**config.mk**
```make
export PLATFORM = sky130hd
export DESIGN_NAME = serial_subtractor_flat
export DESIGN_NICKNAME = d
export VERILOG_FILES = /design/src/rtl/serial_sub_pkg.sv /design/src/rtl/serial_subtractor_if.sv /design/src/rtl/serial_subtractor_full_subtractor.sv /design/src/rtl/serial_subtractor.sv /design/src/flat_wrapper.sv
export SDC_FILE = /design/constraint.sdc
export NUM_CORES = 1
export LEC_CHECK = 0
export ABC_AREA = 1
export BUFFER_PORTS_ARGS = -buffer_cell sky130_fd_sc_hd__buf_2
export CORE_MARGIN = 8
export CORE_UTILIZATION = 50
export DETAILED_ROUTE_END_ITERATION = 6
export GPL_ROUTABILITY_DRIVEN = 0
export HOLD_SLACK_MARGIN = 0.15
export PLACE_DENSITY = 0.72
export SYNTH_ARGS = -nofsm -noshare
export SYNTH_HDL_FRONTEND = slang
export SYNTH_SLANG_ARGS = --single-unit
```
**constraint.sdc**
```tcl
create_clock -name clk -period 1.4 [get_ports clk]
set_clock_uncertainty 0.15 [all_clocks]
set_input_delay 0 -clock clk [delete_from_list [all_inputs] [get_ports clk]]
set_output_delay 0 -clock clk [all_outputs]
set_load 0.01 [all_outputs]
```
**src/rtl/serial_sub_pkg.sv**
```systemverilog
// Shared types and defaults for the bit-serial subtractor.
package serial_sub_pkg;

  localparam int unsigned DefaultWidth = 4;

  typedef enum logic [1:0] {
    StIdle,
    StShift,
    StDone
  } state_e;

endpackage

```
**src/rtl/serial_subtractor_if.sv**
```systemverilog
// Operand and result valid/ready channels of serial_subtractor.
// Optional signed-overflow flag is present only with SERIAL_SUB_OVF_EN.
interface serial_subtractor_if #(
  parameter int unsigned WIDTH = serial_sub_pkg::DefaultWidth
);
  logic             in_valid;
  logic             in_ready;
  logic [WIDTH-1:0] a;
  logic [WIDTH-1:0] b;
  logic             out_valid;
  logic             out_ready;
  logic [WIDTH-1:0] diff;
  logic             borrow;
`ifdef SERIAL_SUB_OVF_EN
  logic             ovf;
`endif

  // Producer of operands and consumer of results.
  modport master (
    output in_valid, a, b, out_ready,
`ifdef SERIAL_SUB_OVF_EN
    input  ovf,
`endif
    input  in_ready, out_valid, diff, borrow
  );

  modport slave (
    input  in_valid, a, b, out_ready,
`ifdef SERIAL_SUB_OVF_EN
    output ovf,
`endif
    output in_ready, out_valid, diff, borrow
  );

endinterface

```
**src/rtl/serial_subtractor_full_subtractor.sv**
```systemverilog
// Single-bit combinational full subtractor: d = a - b - bin.
module full_subtractor (
  input  logic a,
  input  logic b,
  input  logic bin,
  output logic d,
  output logic bout
);

  assign d    = a ^ b ^ bin;
  assign bout = (~a & b) | (~(a ^ b) & bin);

endmodule

```
**src/rtl/serial_subtractor.sv**
```systemverilog
// Bit-serial A - B, LSB first, one bit per cycle behind valid/ready channels.
// Define SERIAL_SUB_OVF_EN to add the registered signed-overflow output.
module serial_subtractor
  import serial_sub_pkg::*;
#(
  parameter int unsigned WIDTH = DefaultWidth
) (
  input logic                clk,
  input logic                rst_n,
  serial_subtractor_if.slave bus
);

  localparam int unsigned          CntW    = $clog2(WIDTH + 1);
  localparam logic [CntW-1:0]      LastCnt = CntW'(WIDTH - 1);

  state_e           state_q, state_d;
  logic [WIDTH-1:0] a_sr_q, a_sr_d;
  logic [WIDTH-1:0] b_sr_q, b_sr_d;
  logic [WIDTH-1:0] diff_sr_q, diff_sr_d;
  logic [CntW-1:0]  cnt_q, cnt_d;
  logic             bin_q, bin_d;
  logic             d_bit, bout_bit;
  logic             load, step, last;
  logic             in_ready, out_valid;

  full_subtractor u_fs (
    .a    (a_sr_q[0]),
    .b    (b_sr_q[0]),
    .bin  (bin_q),
    .d    (d_bit),
    .bout (bout_bit)
  );

  assign last = (cnt_q == LastCnt);

  always_comb begin
    state_d   = state_q;
    load      = 1'b0;
    step      = 1'b0;
    in_ready  = 1'b0;
    out_valid = 1'b0;
    unique case (state_q)
      StIdle: begin
        in_ready = 1'b1;
        if (bus.in_valid) begin
          load    = 1'b1;
          state_d = StShift;
        end
      end
      StShift: begin
        step = 1'b1;
        if (last) state_d = StDone;
      end
      StDone: begin
        out_valid = 1'b1;
        if (bus.out_ready) state_d = StIdle;
      end
      default: state_d = StIdle;
    endcase
  end

  always_comb begin
    a_sr_d    = a_sr_q;
    b_sr_d    = b_sr_q;
    diff_sr_d = diff_sr_q;
    cnt_d     = cnt_q;
    bin_d     = bin_q;
    if (load) begin
      a_sr_d = bus.a;
      b_sr_d = bus.b;
      cnt_d  = '0;
      bin_d  = 1'b0;
    end else if (step) begin
      a_sr_d    = a_sr_q >> 1;
      b_sr_d    = b_sr_q >> 1;
      // Each new difference bit enters at the MSB so the LSB lands at bit 0 after WIDTH steps.
      diff_sr_d = {d_bit, diff_sr_q[WIDTH-1:1]};
      bin_d     = bout_bit;
      cnt_d     = cnt_q + CntW'(1);
    end
  end

  always_ff @(posedge clk or negedge rst_n) begin
    if (!rst_n) begin
      state_q   <= StIdle;
      a_sr_q    <= '0;
      b_sr_q    <= '0;
      diff_sr_q <= '0;
      cnt_q     <= '0;
      bin_q     <= 1'b0;
    end else begin
      state_q   <= state_d;
      a_sr_q    <= a_sr_d;
      b_sr_q    <= b_sr_d;
      diff_sr_q <= diff_sr_d;
      cnt_q     <= cnt_d;
      bin_q     <= bin_d;
    end
  end

  assign bus.in_ready  = in_ready;
  assign bus.out_valid = out_valid;
  assign bus.diff      = diff_sr_q;
  assign bus.borrow    = bin_q;

`ifdef SERIAL_SUB_OVF_EN
  logic a_msb_q, a_msb_d;
  logic b_msb_q, b_msb_d;
  logic ovf_q, ovf_d;

  always_comb begin
    a_msb_d = a_msb_q;
    b_msb_d = b_msb_q;
    ovf_d   = ovf_q;
    if (load) begin
      a_msb_d = bus.a[WIDTH-1];
      b_msb_d = bus.b[WIDTH-1];
    end else if (step && last) begin
      // d_bit is the final difference MSB in the last shift cycle.
      ovf_d = (a_msb_q != b_msb_q) && (d_bit != a_msb_q);
    end
  end

  always_ff @(posedge clk or negedge rst_n) begin
    if (!rst_n) begin
      a_msb_q <= 1'b0;
      b_msb_q <= 1'b0;
      ovf_q   <= 1'b0;
    end else begin
      a_msb_q <= a_msb_d;
      b_msb_q <= b_msb_d;
      ovf_q   <= ovf_d;
    end
  end

  assign bus.ovf = ovf_q;
`endif

endmodule

```
**src/flat_wrapper.sv**
```systemverilog
// flat-port wrapper written by rule: the top's interface ports become plain ports
module serial_subtractor_flat import serial_sub_pkg::*;
#(
  parameter int unsigned WIDTH = DefaultWidth
)
  (clk, rst_n, bus_in_valid, bus_a, bus_b, bus_out_ready, bus_in_ready, bus_out_valid, bus_diff, bus_borrow);
  serial_subtractor_if #(.WIDTH(WIDTH)) bus_i ();
  input logic clk;
  input logic rst_n;
  input wire logic [$bits(bus_i.in_valid)-1:0] bus_in_valid;
  input wire logic [$bits(bus_i.a)-1:0] bus_a;
  input wire logic [$bits(bus_i.b)-1:0] bus_b;
  input wire logic [$bits(bus_i.out_ready)-1:0] bus_out_ready;
  output wire logic [$bits(bus_i.in_ready)-1:0] bus_in_ready;
  output wire logic [$bits(bus_i.out_valid)-1:0] bus_out_valid;
  output wire logic [$bits(bus_i.diff)-1:0] bus_diff;
  output wire logic [$bits(bus_i.borrow)-1:0] bus_borrow;
  assign bus_i.in_valid = bus_in_valid;
  assign bus_i.a = bus_a;
  assign bus_i.b = bus_b;
  assign bus_i.out_ready = bus_out_ready;
  assign bus_in_ready = bus_i.in_ready;
  assign bus_out_valid = bus_i.out_valid;
  assign bus_diff = bus_i.diff;
  assign bus_borrow = bus_i.borrow;
  serial_subtractor #(.WIDTH(WIDTH)) u_core (.clk(clk), .rst_n(rst_n), .bus(bus_i));
endmodule
```
==> flow_summary.toml <==
[clock_tree]
insertion_delay_ns = 0.28
htreeDepth = 1
cts_tree = "built"
clockBufferDepth = 2
numCtsBuffers = 3
ctsRootBufferMaster = "clkbuf_4"
postCtsSetupRepairBufs = 0
numClockSinks = 18
clkTransAtPathRegs_ns = 0.10

[logic_synthesis]
ys_warn_count = 0
syn_nets = 113
synth_cell_type_count = 19
yosys.area.top_type_share_pct = 51.6
syn_avg_cell_area_um2 = 8.91
ys_ff_latch = 18
ys_seq_area_share_pct = 51.6
syn-cell-area_um2 = 873
yosysTopAreaCell = "dfrtp_1"
synth_cells = 98
synthTopCellsByArea = "dfrtp_1, nand2_1, nand3_1"

[timing]
setup_ws_ns = 0.0851
tightest_slew_ns = 0.413
fin_tns_setup_ns = 0
period_share_pct = 93.9
hold_viol = 0
final_max_slew_viol_count = 0
slew_headroom_pct = 72.5
fmax_mhz = 761
min_period_ns = 1.31
rsz0062_at_grt = "no"
setup_viol_count_final = 0

[hold_path]
worstHoldPathType = "in -> reg"
min_from = "bus_out_ready"
worstHoldEndpoint = "u_core.state_q[1]$_DFFE_PN0P_"
holdPathStages = 3

[placed_design]
placed_area_um2 = 957
place_inst = 130
dp_hpwl_um = 1290
dp_slack_ns = 0.000979
port_buffers = 18

[floorplanning]
initial_core_util_pct = 51.7
dieArea_um2 = 3340
ios = 19
coreArea_um2 = 1690
die_w_um = 57.8
rows = 15
die_h_um = 57.8

[critical_path]
required_ns = 1.44
r2r_slack_ns = 0.09
cp_slowest_stage_delay_ns = 0.50
critical_path_class = "reg -> reg"
crit_fanout = 9
crit_chain = "inv_4 > nand2_4 > inv_2 > nand2_1 > o31ai_1"
cp_slowest_cell = "dfrtp_1"
reg2regPathDepth = 5
r2r_end = "u_core.state_q[1]$_DFFE_PN0P_"
r2r-start = "u_core.state_q[1]$_DFFE_PN0P_"
cp.arrival_ns = 1.35
setup.worst_path.end_class = "flop"
cp-start-kind = "flop"

[global_routing]
antenna_found_initial = 0
grt_pass1_wl_um = 3330
grt_overflow = 0
grt_max_degree = 19
track_usage_pct = 12.6
grt_pass1_vias = 746

[finish]
postLayoutCellArea_um2 = 1110
area_growth_pct = 27.7
final_nets = 145
fillers = 148
diodes = 0
drive_gt1_share_pct = 22.5
final_common_cell = "nand2_1"
final_cells = 146
final_cell_mix = "nand2_1, buf_2, dfrtp_1, nand3_1, dlygate4sd3_1"

[route]
vias = 716
post-route-drc-count = 0
drt-total-wl_um = 1850
postRouteAntennaNets = 0
wl_per_cell_um = 12.7
via_per_inst = 4.90
met1_length_um = 903
dr.first_iter.drc_count = 15
top_layer_used = "met4"
wl_met3_um = 71
drt-pass1-iter-count = 4
met2WireLength_um = 860

[status]
status = "complete, no violations"

[flow_run]
drv_cap = 0

[power]
cellLeakagePower_nw = 0.601
ir_drop_mv = 1.13
power_density_nw_per_um2 = 1960
cell usage after synthesis, drive strengths merged:
library cell / count
nand3: 14
o31ai: 1
buf: 3
dfrtp: 18
ha: 2
fa: 1
o21ai: 7
inv: 9
nand2: 41
nor2: 2
layer usage:
layer	track usage (%)	up-vias
met5	0	-
met4	4.90	0
met3	3.53	2
met2	19.3	16
met1	16.3	322
li1	-	376
registers in the layout, summed over array words and instances (netlist names):
signal             cells
u_core.bus.diff        4
u_core.cnt_q           3
u_core.a_sr_q          4
u_core.state_q         2
u_core.b_sr_q          4
u_core.bus.borrow      1
how the worst max path moves through the flow:
| stage | slack, ns | end | start |
|---|---|---|---|
| 2_1_floorplan | 0.17 | u_core.bus.diff[3]$_DFFE_PN0P_ | u_core.bus.borrow$_DFFE_PN0P_ |
| 3_3_place_gp | 0.09 | u_core.state_q[1]$_DFFE_PN0P_ | u_core.state_q[0]$_DFFE_PN0P_ |
| 3_5_place_dp | 0.001 | u_core.state_q[1]$_DFFE_PN0P_ | u_core.state_q[0]$_DFFE_PN0P_ |
| 4_1_cts | 0.08 | u_core.state_q[1]$_DFFE_PN0P_ | u_core.state_q[1]$_DFFE_PN0P_ |
| 5_1_grt | 0.001 | u_core.state_q[1]$_DFFE_PN0P_ | u_core.state_q[1]$_DFFE_PN0P_ |
| 6_report | 0.09 | u_core.state_q[1]$_DFFE_PN0P_ | u_core.state_q[1]$_DFFE_PN0P_ |
kinds of logic after synthesis:
| kind of cell | share of synthesized area [%] |
|---|---|
| buffers and inverters | 7.31 |
| flip-flops | 51.6 |
| AND/OR/NAND/NOR | 29.8 |
| adder cells (fa/ha/maj) | 5.16 |
| AO/OA/AOI/OAI | 6.16 |
final cells by class:
class                      instances  area [um2]  area share, %
multi-input combinational         68         359           32.2
tap                               17        21.3           1.91
sequential                        18         452           40.5
clock buffer                       4        36.3           3.25
inverter                           9        36.3           3.25
timing repair buffer              30         210           18.9
worst max-delay path, delay by kind of cell (launching register included):
| family | cells | cell delay (ns) |
|---|---|---|
| flip-flops | 1 | 0.50 |
| AO/OA/AOI/OAI | 1 | 0.08 |
| AND/OR/NAND/NOR | 2 | 0.18 |
| buffers and inverters | 2 | 0.31 |
power by group:
group          leakage, nW  internal (mW)  switching (mW)
logic                0.353          0.363           0.546
clock network       0.0210          0.158           0.156
registers            0.227          0.752           0.211
what timing repair did:
item,4_1_cts,5_1_grt
hold buffers,12,0
endpoints found under the setup margin,1,0
hold endpoints to repair,32,0
gates resized for setup,1,0
metrics by stage:
step	utilization [%]	total power, mW	hold WS [ns]
after floorplan	-	1.64	-0.446
after global placement	56.7	1.82	-0.202
after detailed placement	56.7	1.87	-0.196
after CTS	66.0	2.21	0.289
after global routing	66.0	2.40	0.308
final	66.0	2.19	0.284
Power figures use the tool's default switching activity.
